===== src/rtl/rfsoc_config.sv =====
// Shared RFSoC configuration constants: config register width and the
// gpio_ctrl bit map used by the PS serial configuration interface.
package rfsoc_config;

  localparam int config_reg_width = 32;

  localparam int sdata                 = 0;
  localparam int adc_pre_delay_clk     = 1;
  localparam int adc_capture_count_clk = 2;
  localparam int adc_decim_clk         = 3;

endpackage


===== src/rtl/shift_register.sv =====
// Serial configuration register: shifts sdata in MSB-first on each rising
// edge of its strobe while the channel is selected.
module shift_register #(
  parameter int W = 32
) (
  input  logic         clk,
  input  logic         rst,
  input  logic         en,
  input  logic         sclk,
  input  logic         sdata,
  output logic [W-1:0] q
);

  logic sclk_reg;

  // The strobe comes from slow PS GPIO, so only its rising edge shifts.
  always_ff @(posedge clk or negedge rst) begin
    if (!rst) begin
      sclk_reg <= 1'b0;
      q        <= '0;
    end else begin
      sclk_reg <= sclk;
      if (en && sclk && !sclk_reg)
        q <= {q[W-2:0], sdata};
    end
  end

endmodule


===== src/rtl/adc_ctrl.sv =====
// ADC capture controller: after a trigger, waits a programmable delay, then
// forwards a decimated, counted burst of ADC beats to the capture fifo.
module adc_ctrl
  import rfsoc_config::*;
#(
  parameter int DATA_W = 256,
  parameter int CFG_W  = config_reg_width
) (
  input  logic              clk,
  input  logic              rst,
  input  logic [DATA_W-1:0] s_axis_tdata,
  input  logic              s_axis_tvalid,
  output logic              s_axis_tready,
  output logic [DATA_W-1:0] m_axis_tdata,
  output logic              m_axis_tvalid,
  input  logic              m_axis_tready,
  input  logic [15:0]       gpio_ctrl,
  input  logic              trigger_in,
  input  logic              select_in,
  output logic              busy,
  output logic              capture_done,
  output logic              overflow
);

  localparam logic [1:0] IDLE      = 2'd0;
  localparam logic [1:0] PRE_DELAY = 2'd1;
  localparam logic [1:0] CAPTURE   = 2'd2;
  localparam logic [1:0] DONE      = 2'd3;

  // cfg[0] = pre-delay cycles, cfg[1] = capture count, cfg[2] = decimation
  logic [2:0]       strobe;
  logic [CFG_W-1:0] cfg [3];

  assign strobe = {gpio_ctrl[adc_decim_clk], gpio_ctrl[adc_capture_count_clk],
                   gpio_ctrl[adc_pre_delay_clk]};

  generate
    for (genvar gi = 0; gi < 3; gi++) begin : g_cfg
      shift_register #(.W(CFG_W)) u_cfg (
        .clk   (clk),
        .rst   (rst),
        .en    (select_in),
        .sclk  (strobe[gi]),
        .sdata (gpio_ctrl[sdata]),
        .q     (cfg[gi])
      );
    end
  endgenerate

  logic [1:0]        state_reg;
  logic [CFG_W:0]    delay_cnt_reg;
  logic [CFG_W:0]    remain_cnt_reg;
  logic [CFG_W-1:0]  decim_reg;
  logic [CFG_W:0]    phase_reg;
  logic [CFG_W:0]    phase_inc;
  logic [CFG_W:0]    phase_next;
  logic [DATA_W-1:0] tdata_reg;
  logic              tvalid_reg;
  logic              overflow_reg;
  logic              capturing;
  logic              eligible;
  logic              accept;
  logic              load;
  logic              drop;

  assign capturing  = (state_reg == CAPTURE) && (remain_cnt_reg != '0);
  assign eligible   = capturing && s_axis_tvalid && (phase_reg == '0);
  assign accept     = tvalid_reg && m_axis_tready;
  // A held word that is being accepted this cycle frees the slot for a new one.
  assign load       = eligible && (!tvalid_reg || m_axis_tready);
  assign drop       = eligible && tvalid_reg && !m_axis_tready;
  assign phase_inc  = phase_reg + 1'b1;
  assign phase_next = (phase_inc >= {1'b0, decim_reg}) ? '0 : phase_inc;

  always_ff @(posedge clk or negedge rst) begin
    if (!rst) begin
      state_reg      <= IDLE;
      delay_cnt_reg  <= '0;
      remain_cnt_reg <= '0;
      decim_reg      <= '0;
      phase_reg      <= '0;
      tdata_reg      <= '0;
      tvalid_reg     <= 1'b0;
      overflow_reg   <= 1'b0;
    end else begin
      if (load) begin
        tdata_reg  <= s_axis_tdata;
        tvalid_reg <= 1'b1;
      end else if (accept) begin
        tvalid_reg <= 1'b0;
      end

      case (state_reg)
        IDLE: begin
          if (trigger_in) begin
            delay_cnt_reg  <= {1'b0, cfg[0]};
            remain_cnt_reg <= {1'b0, cfg[1]};
            decim_reg      <= cfg[2];
            phase_reg      <= '0;
            overflow_reg   <= 1'b0;
            state_reg      <= (cfg[0] == '0) ? CAPTURE : PRE_DELAY;
          end
        end
        PRE_DELAY: begin
          delay_cnt_reg <= delay_cnt_reg - 1'b1;
          if (delay_cnt_reg <= 1)
            state_reg <= CAPTURE;
        end
        CAPTURE: begin
          if (capturing && s_axis_tvalid)
            phase_reg <= phase_next;
          if (eligible)
            remain_cnt_reg <= remain_cnt_reg - 1'b1;
          if (drop)
            overflow_reg <= 1'b1;
          if ((remain_cnt_reg == '0) || (eligible && remain_cnt_reg == 1))
            state_reg <= DONE;
        end
        default: begin
          if (!tvalid_reg)
            state_reg <= IDLE;
        end
      endcase
    end
  end

  assign s_axis_tready = 1'b1;
  assign m_axis_tdata  = tdata_reg;
  assign m_axis_tvalid = tvalid_reg;
  assign busy          = (state_reg != IDLE);
  assign capture_done  = (state_reg == DONE) && !tvalid_reg;
  assign overflow      = overflow_reg;

endmodule

===== config.mk =====
export PLATFORM = sky130hd
export DESIGN_NAME = adc_ctrl
export DESIGN_NICKNAME = d
export VERILOG_FILES = /design/src/rtl/rfsoc_config.sv /design/src/rtl/shift_register.sv /design/src/rtl/adc_ctrl.sv
export SDC_FILE = /design/constraint.sdc
export NUM_CORES = 1
export LEC_CHECK = 0
export ABC_CLOCK_PERIOD_IN_PS = 6000
export BUFFER_PORTS_ARGS = -buffer_cell sky130_fd_sc_hd__buf_4
export CORE_AREA = 5 5 209 211
export DETAILED_ROUTE_END_ITERATION = 8
export DIE_AREA = 0 0 214 216
export GPL_TIMING_DRIVEN = 0
export PLACE_DENSITY = 0.78
export SYNTH_ARGS = -nofsm -noshare
export SYNTH_HDL_FRONTEND = slang
export SYNTH_SLANG_ARGS = --single-unit

===== constraint.sdc =====
create_clock -name clk -period 6 [get_ports clk]
set_clock_uncertainty 0.15 [all_clocks]
set_input_delay 0.6 -clock clk [delete_from_list [all_inputs] [get_ports clk]]
set_output_delay 0.6 -clock clk [all_outputs]
set_load 0.05 [all_outputs]

Word level (Yosys, flattened, before mapping)

Cells that the tools add are included.
Widths: inputs -> output; s select.

Flip-flop bits (word level): 490
Input bits: 278
Output and inout port bits: 261
Word-level logic and storage cells: 87

Add/subtract/negate cells: 3
Magnitude comparators: 2
Equal/unequal tests: 11
Mux-type cells: 20
Reductions and logical operators: 37

Operator list:

| kind                  | number |
|---|---|
| $mux 33               | 6 |
| $pmux 33 s2           | 3 |
| $logic_not 33->1      | 2 |
| $sub 33x1->33 const B | 2 |
| $add 33x1->33 const B | 1 |
| $eq 33x1->1 const B   | 1 |
| $ge 33x32->1          | 1 |
| $le 33x1->1 const B   | 1 |
| $reduce_bool 33->1    | 1 |
| $logic_not 32->1      | 1 |
| $logic_and 1x1->1     | 15 |
| $mux 2                | 5 |
| $reduce_and 3->1      | 3 |
| $ne 2x2->1 const B    | 4 |
| $reduce_bool 2->1     | 4 |
| $pmux 2 s3            | 1 |
| $logic_not 1->1       | 5 |
| $eq 2x2->1 const B    | 2 |
| $mux 1                | 4 |
| $ne 2x1->1 const B    | 2 |
| $ne 4x1->1 const B    | 1 |
| $reduce_and 2->1      | 2 |
| $reduce_and 4->1      | 1 |
| $eq 2x1->1 const B    | 1 |
| 3 further kinds       | 4 |

Depth between registers and ports, before layout

Depth in word-level cells: 8
Gate-level depth with buffers: 16
Depth with buffers taken out: 14

Hierarchy

From an unflattened synthesis, not the netlist that was laid out.

Cell total of the unflattened synthesis: 1,809
Area, all modules: 22,569.1 µm²

By module, submodules not included:

| module         | times used | cells each | area an instance (µm²) |
|---|---|---|---|
| adc_ctrl       | 1          | 1,602      | 18,511.5 |
| shift_register | 3          | 69         | 1,352.5 |

Least setup slack after synthesis

OpenSTA, ideal clock, no wires.

Path type: flip-flop to flip-flop
Start point: register phase_reg[5]
End point: register phase_reg[19]
Arrival time: 3.642 ns
Data required time: 5.763 ns
Slack: 2.122 ns
Stages on the path, launching flop included: 17
Buffers on the path: 2
Period minus slack after synthesis: 3.878 ns
Cell sequence: dfrtp_1 > buf_2 > and3_1 > nand4_1 > nor4_1 > nand3_1 > and2_1 > or2_1 > ha_1 > nand4_1 > inv_1 > a221oi_1 > o211ai_1 > o21ai_1 > clkbuf_1 > nand4b_1 > o211ai_1

Word-level cells in the longest chain between the ends: 5

RTL lines:

| what                   | RTL line        | source |
|---|---|---|
| start, declared        | adc_ctrl.sv:54  | `logic [CFG_W:0] phase_reg;` |
| start signal, assigned | adc_ctrl.sv:111 | `phase_reg <= phase_next;` |
| $add 33x1->33 *        | adc_ctrl.sv:72  | `assign phase_inc = phase_reg + 1'b1;` |
| $ge 33x32->1           | adc_ctrl.sv:73  | `assign phase_next = (phase_inc >= {1'b0, decim_reg}) ? '0 : phase_inc;` |
| $mux 33 *              | adc_ctrl.sv:73  |  |
| $mux 33 *              | adc_ctrl.sv:110 | `if (capturing && s_axis_tvalid)` |
| $pmux 33 s2 *          | adc_ctrl.sv:93  | `case (state_reg)` |

Every way passes the cells marked *; elsewhere a longest branch is shown, timed or not. The select of a mux whose other input is x is not followed.
A chain may end at the register's enable or synchronous reset.

Worst setup path in the final report

Start point: register phase_reg[0]
End point: register phase_reg[19]

Same word-level chain as after synthesis.

==> results_dict.tcl <==
set metrics [dict create \
    worstPathArrival_ns 5.91 \
    async_flop_share_pct 100 \
    placed_cell_area_mm2 0.0270 \
    slew_viol_final 0 \
    die_w_um 214 \
    drive_above_1_share_pct 33.2 \
    ys_seq_area_share_pct 55.0 \
    grt-ovfl-total 0 \
    irDropWorstVdd_mv 0.362 \
    rsz0062_at_grt "no" \
    grt_pass1_vias 17500 \
    grt_first_pass_wirelength_um 116000 \
    end_kind "flop" \
    cts_sinks 490 \
    fin_area_mm2 0.0290 \
    syn-instance-count 1827 \
    gp_congestion 1.01 \
    cap_violations 0 \
    grt_max_degree 116 \
    drt-initial-drc-count 1707 \
    syn_nets 2148 \
    slowest_stage "nor4_1" \
    worstSetupPathType "flop to flop" \
    cellLeakagePower_uw 0.0136 \
    setup_viol 0 \
    synth_edf_count 0 \
    cts-htree-levels 2 \
    critPathMaxStageDelay_ns 0.91 \
    ys_warn_count 0 \
    post-dp-hpwl_um 61500 \
    crit_chain "ha_1 > nand4_1 > nor4_1 > and3_1 > nand2_1 > xnor2_1 > ha_1 > nand4_1 > inv_1 > a221oi_1 > o211ai_1 > o21ai_1 > clkbuf_1 > nand4b_1 > o211ai_1" \
    slew_headroom_pct 29.6 \
    startpoint_type "flop" \
    wirelength_um 78100 \
    clkLatencyLatePin_ns 0.60 \
    tightest_slew_ns 1.05 \
    cts_root_buf "clkbuf_16" \
    hold_viol 0 \
    drc 0 \
    numCtsBuffers 52 \
    dr.pass1.iters 8 \
    dp_cells 2895 \
    status "finished, final reports clean" \
    core_mm2 0.0416 \
    utilization_pct 69.8 \
    worstHoldPathCells 2 \
    hold_path_class "input port to flop" \
    fin_ws_ns 0.457 \
    worstPathRequired_ns 6.37 \
    ys_ff_latch 490 \
    post-route-period-util_pct 92.4 \
    clock_tree.buffer_depth 3 \
    clock.fmax_mhz 180 \
    synth.avg_cell_area_um2 12.2 \
    powerDensity_mw_per_mm2 611 \
    ys.flop_type "dfrtp_1" \
    finalNonFillerCells 3017 \
    postRouteAntennaNets 0 \
    die_y_um 216 \
    path_clk_slew_ns 0.06 \
    largest_reg_flops 256 \
    io_pins 539 \
    finalCriticalPeriod_ns 5.54 \
    drt-vias-per-instance 5.87 \
    crit_fanout 10 \
    synth.cell_area_mm2 0.0223 \
    vias 17700 \
    syn_to_final_growth_pct 30.1 \
    dieArea_mm2 0.0462 \
    num_rows 75 \
    rr_worst_depth 15 \
    grt_use_total_pct 33.2 \
    grt_antenna_before_repair 39 \
    finish.net_count 2735 \
    drt-wirelength-per-cell_um 25.9 \
    port-buffer-count 525 \
    pre_cts_slack_ns 0.683 \
    initial_core_util_pct 53.7 \
    cts_tree "done" \
    yosysUniqueCellTypes 70 \
]
-- final timing paths --
check                                                      to  slack (ns)                         start
worst max-delay path                phase_reg[19]$_DFFE_PN0P_        0.46      phase_reg[0]$_DFFE_PN0P_
worst min-delay path            m_axis_tdata[173]$_DFFE_PN0P_        0.06             s_axis_tdata[173]
worst max register to register      phase_reg[19]$_DFFE_PN0P_        0.46      phase_reg[0]$_DFFE_PN0P_
worst min register to register   m_axis_tdata[21]$_DFFE_PN0P_        0.34  m_axis_tdata[21]$_DFFE_PN0P_
max in group asynchronous        m_axis_tdata[51]$_DFFE_PN0P_        3.77                           rst
min in group asynchronous        m_axis_tdata[69]$_DFFE_PN0P_        0.42                           rst
-- synth_stat cells (10+ instances only) --
master,n,area (µm²)
buf_6,28,315
nand3_1,57,285
nor4_1,32,200
nand2b_1,10,62.6
dfrtp_1,490,12300
nor2_1,94,353
mux2_2,129,1450
or3_1,11,68.8
or2_2,10,62.6
nand2_1,110,413
inv_1,53,199
buf_2,14,70.1
mux2_1,257,2890
o21ai_0,41,205
a32o_1,15,150
clkbuf_1,52,195
ha_1,43,538
o22ai_1,25,156
nor3_1,24,120
a21oi_1,100,500
xnor2_1,22,193
nand4_1,41,257
o22a_1,13,114
-- power breakdown --
group	switching [µW]	internal, µW	leakage, µW
Combinational	5950	2770	0.00656
Sequential	974	4550	0.00612
Clock	1350	2140	0.000938
-- final cells by class --
class / count / area (µm²)
fill: 2965 / 12600
sequential: 490 / 12300
multi-input combinational: 1179 / 9220
timing repair buffer: 533 / 4100
clock buffer: 78 / 1590
tap: 539 / 674
buffer: 103 / 626
clock inverter: 20 / 294
inverter: 55 / 206
antenna: 20 / 50.0
-- metal layers --
metal | vias to the layer above | track usage (%) | routed length, µm | part of all wire, %
li1 | 7819 | - | - | -
met1 | 8941 | 46.5 | 32900 | 42
met2 | 812 | 51.5 | 36000 | 46
met3 | 109 | 9.66 | 7110 | 9.1
met4 | 18 | 8.44 | 1880 | 2.4
met5 | - | 0 | 126 | 0.16
-- cells by family (layout without fill, tap and decap cells) --
kind of cell,count (synthesis),count (layout),synth area share (%)
compound gates,262,262,7.40
xor+xnor,29,29,1.14
fa+ha+maj,43,43,2.41
buf+inv,158,789,3.73
flops,490,490,55.0
mux,395,395,19.9
other cells,1,21,0.0168
simple gates,449,449,10.5
-- timing repair --
item / 4_1_cts / 5_1_grt
hold endpoints to repair: 91 / 0
hold buffers: 4 / 0
gates resized for setup: 0 / 0
buffers inserted: 0 / 0
-- through the flow --
step / setup TNS, ns / hold slack, ns / power, µW
floorplan: 0 / 0.154 / 11100
global placement: -406.64 / 0.322 / 14000
detailed placement: 0 / 0.332 / 14200
CTS: 0 / 0.0278 / 17800
global route: 0 / 0.0358 / 18500
finish: 0 / 0.0636 / 17700
-- cell usage in the layout (no fill, tap or decap), types with 43 or more instances in the layout --
cell type,n
clkbuf_1,61
ha_1,43
a21oi_1,100
nand3_1,57
clkbuf_16,54
dfrtp_1,490
nand2_1,110
inv_1,53
mux2_2,129
mux2_1,257
nor2_1,94
buf_4,527
-- critical path: cells and delay by family, from the launching register on --
family	cells	cell delay [ns]
adders and majority gates	2	0.65
xor gates and xnor gates	1	0.24
AOI/OAI and AO/OA	4	1.48
and+or+nand+nor	6	1.85
DFF	1	0.51
buffers and inverters	2	0.56
Note: power is estimated with default switching activity, not from simulation.
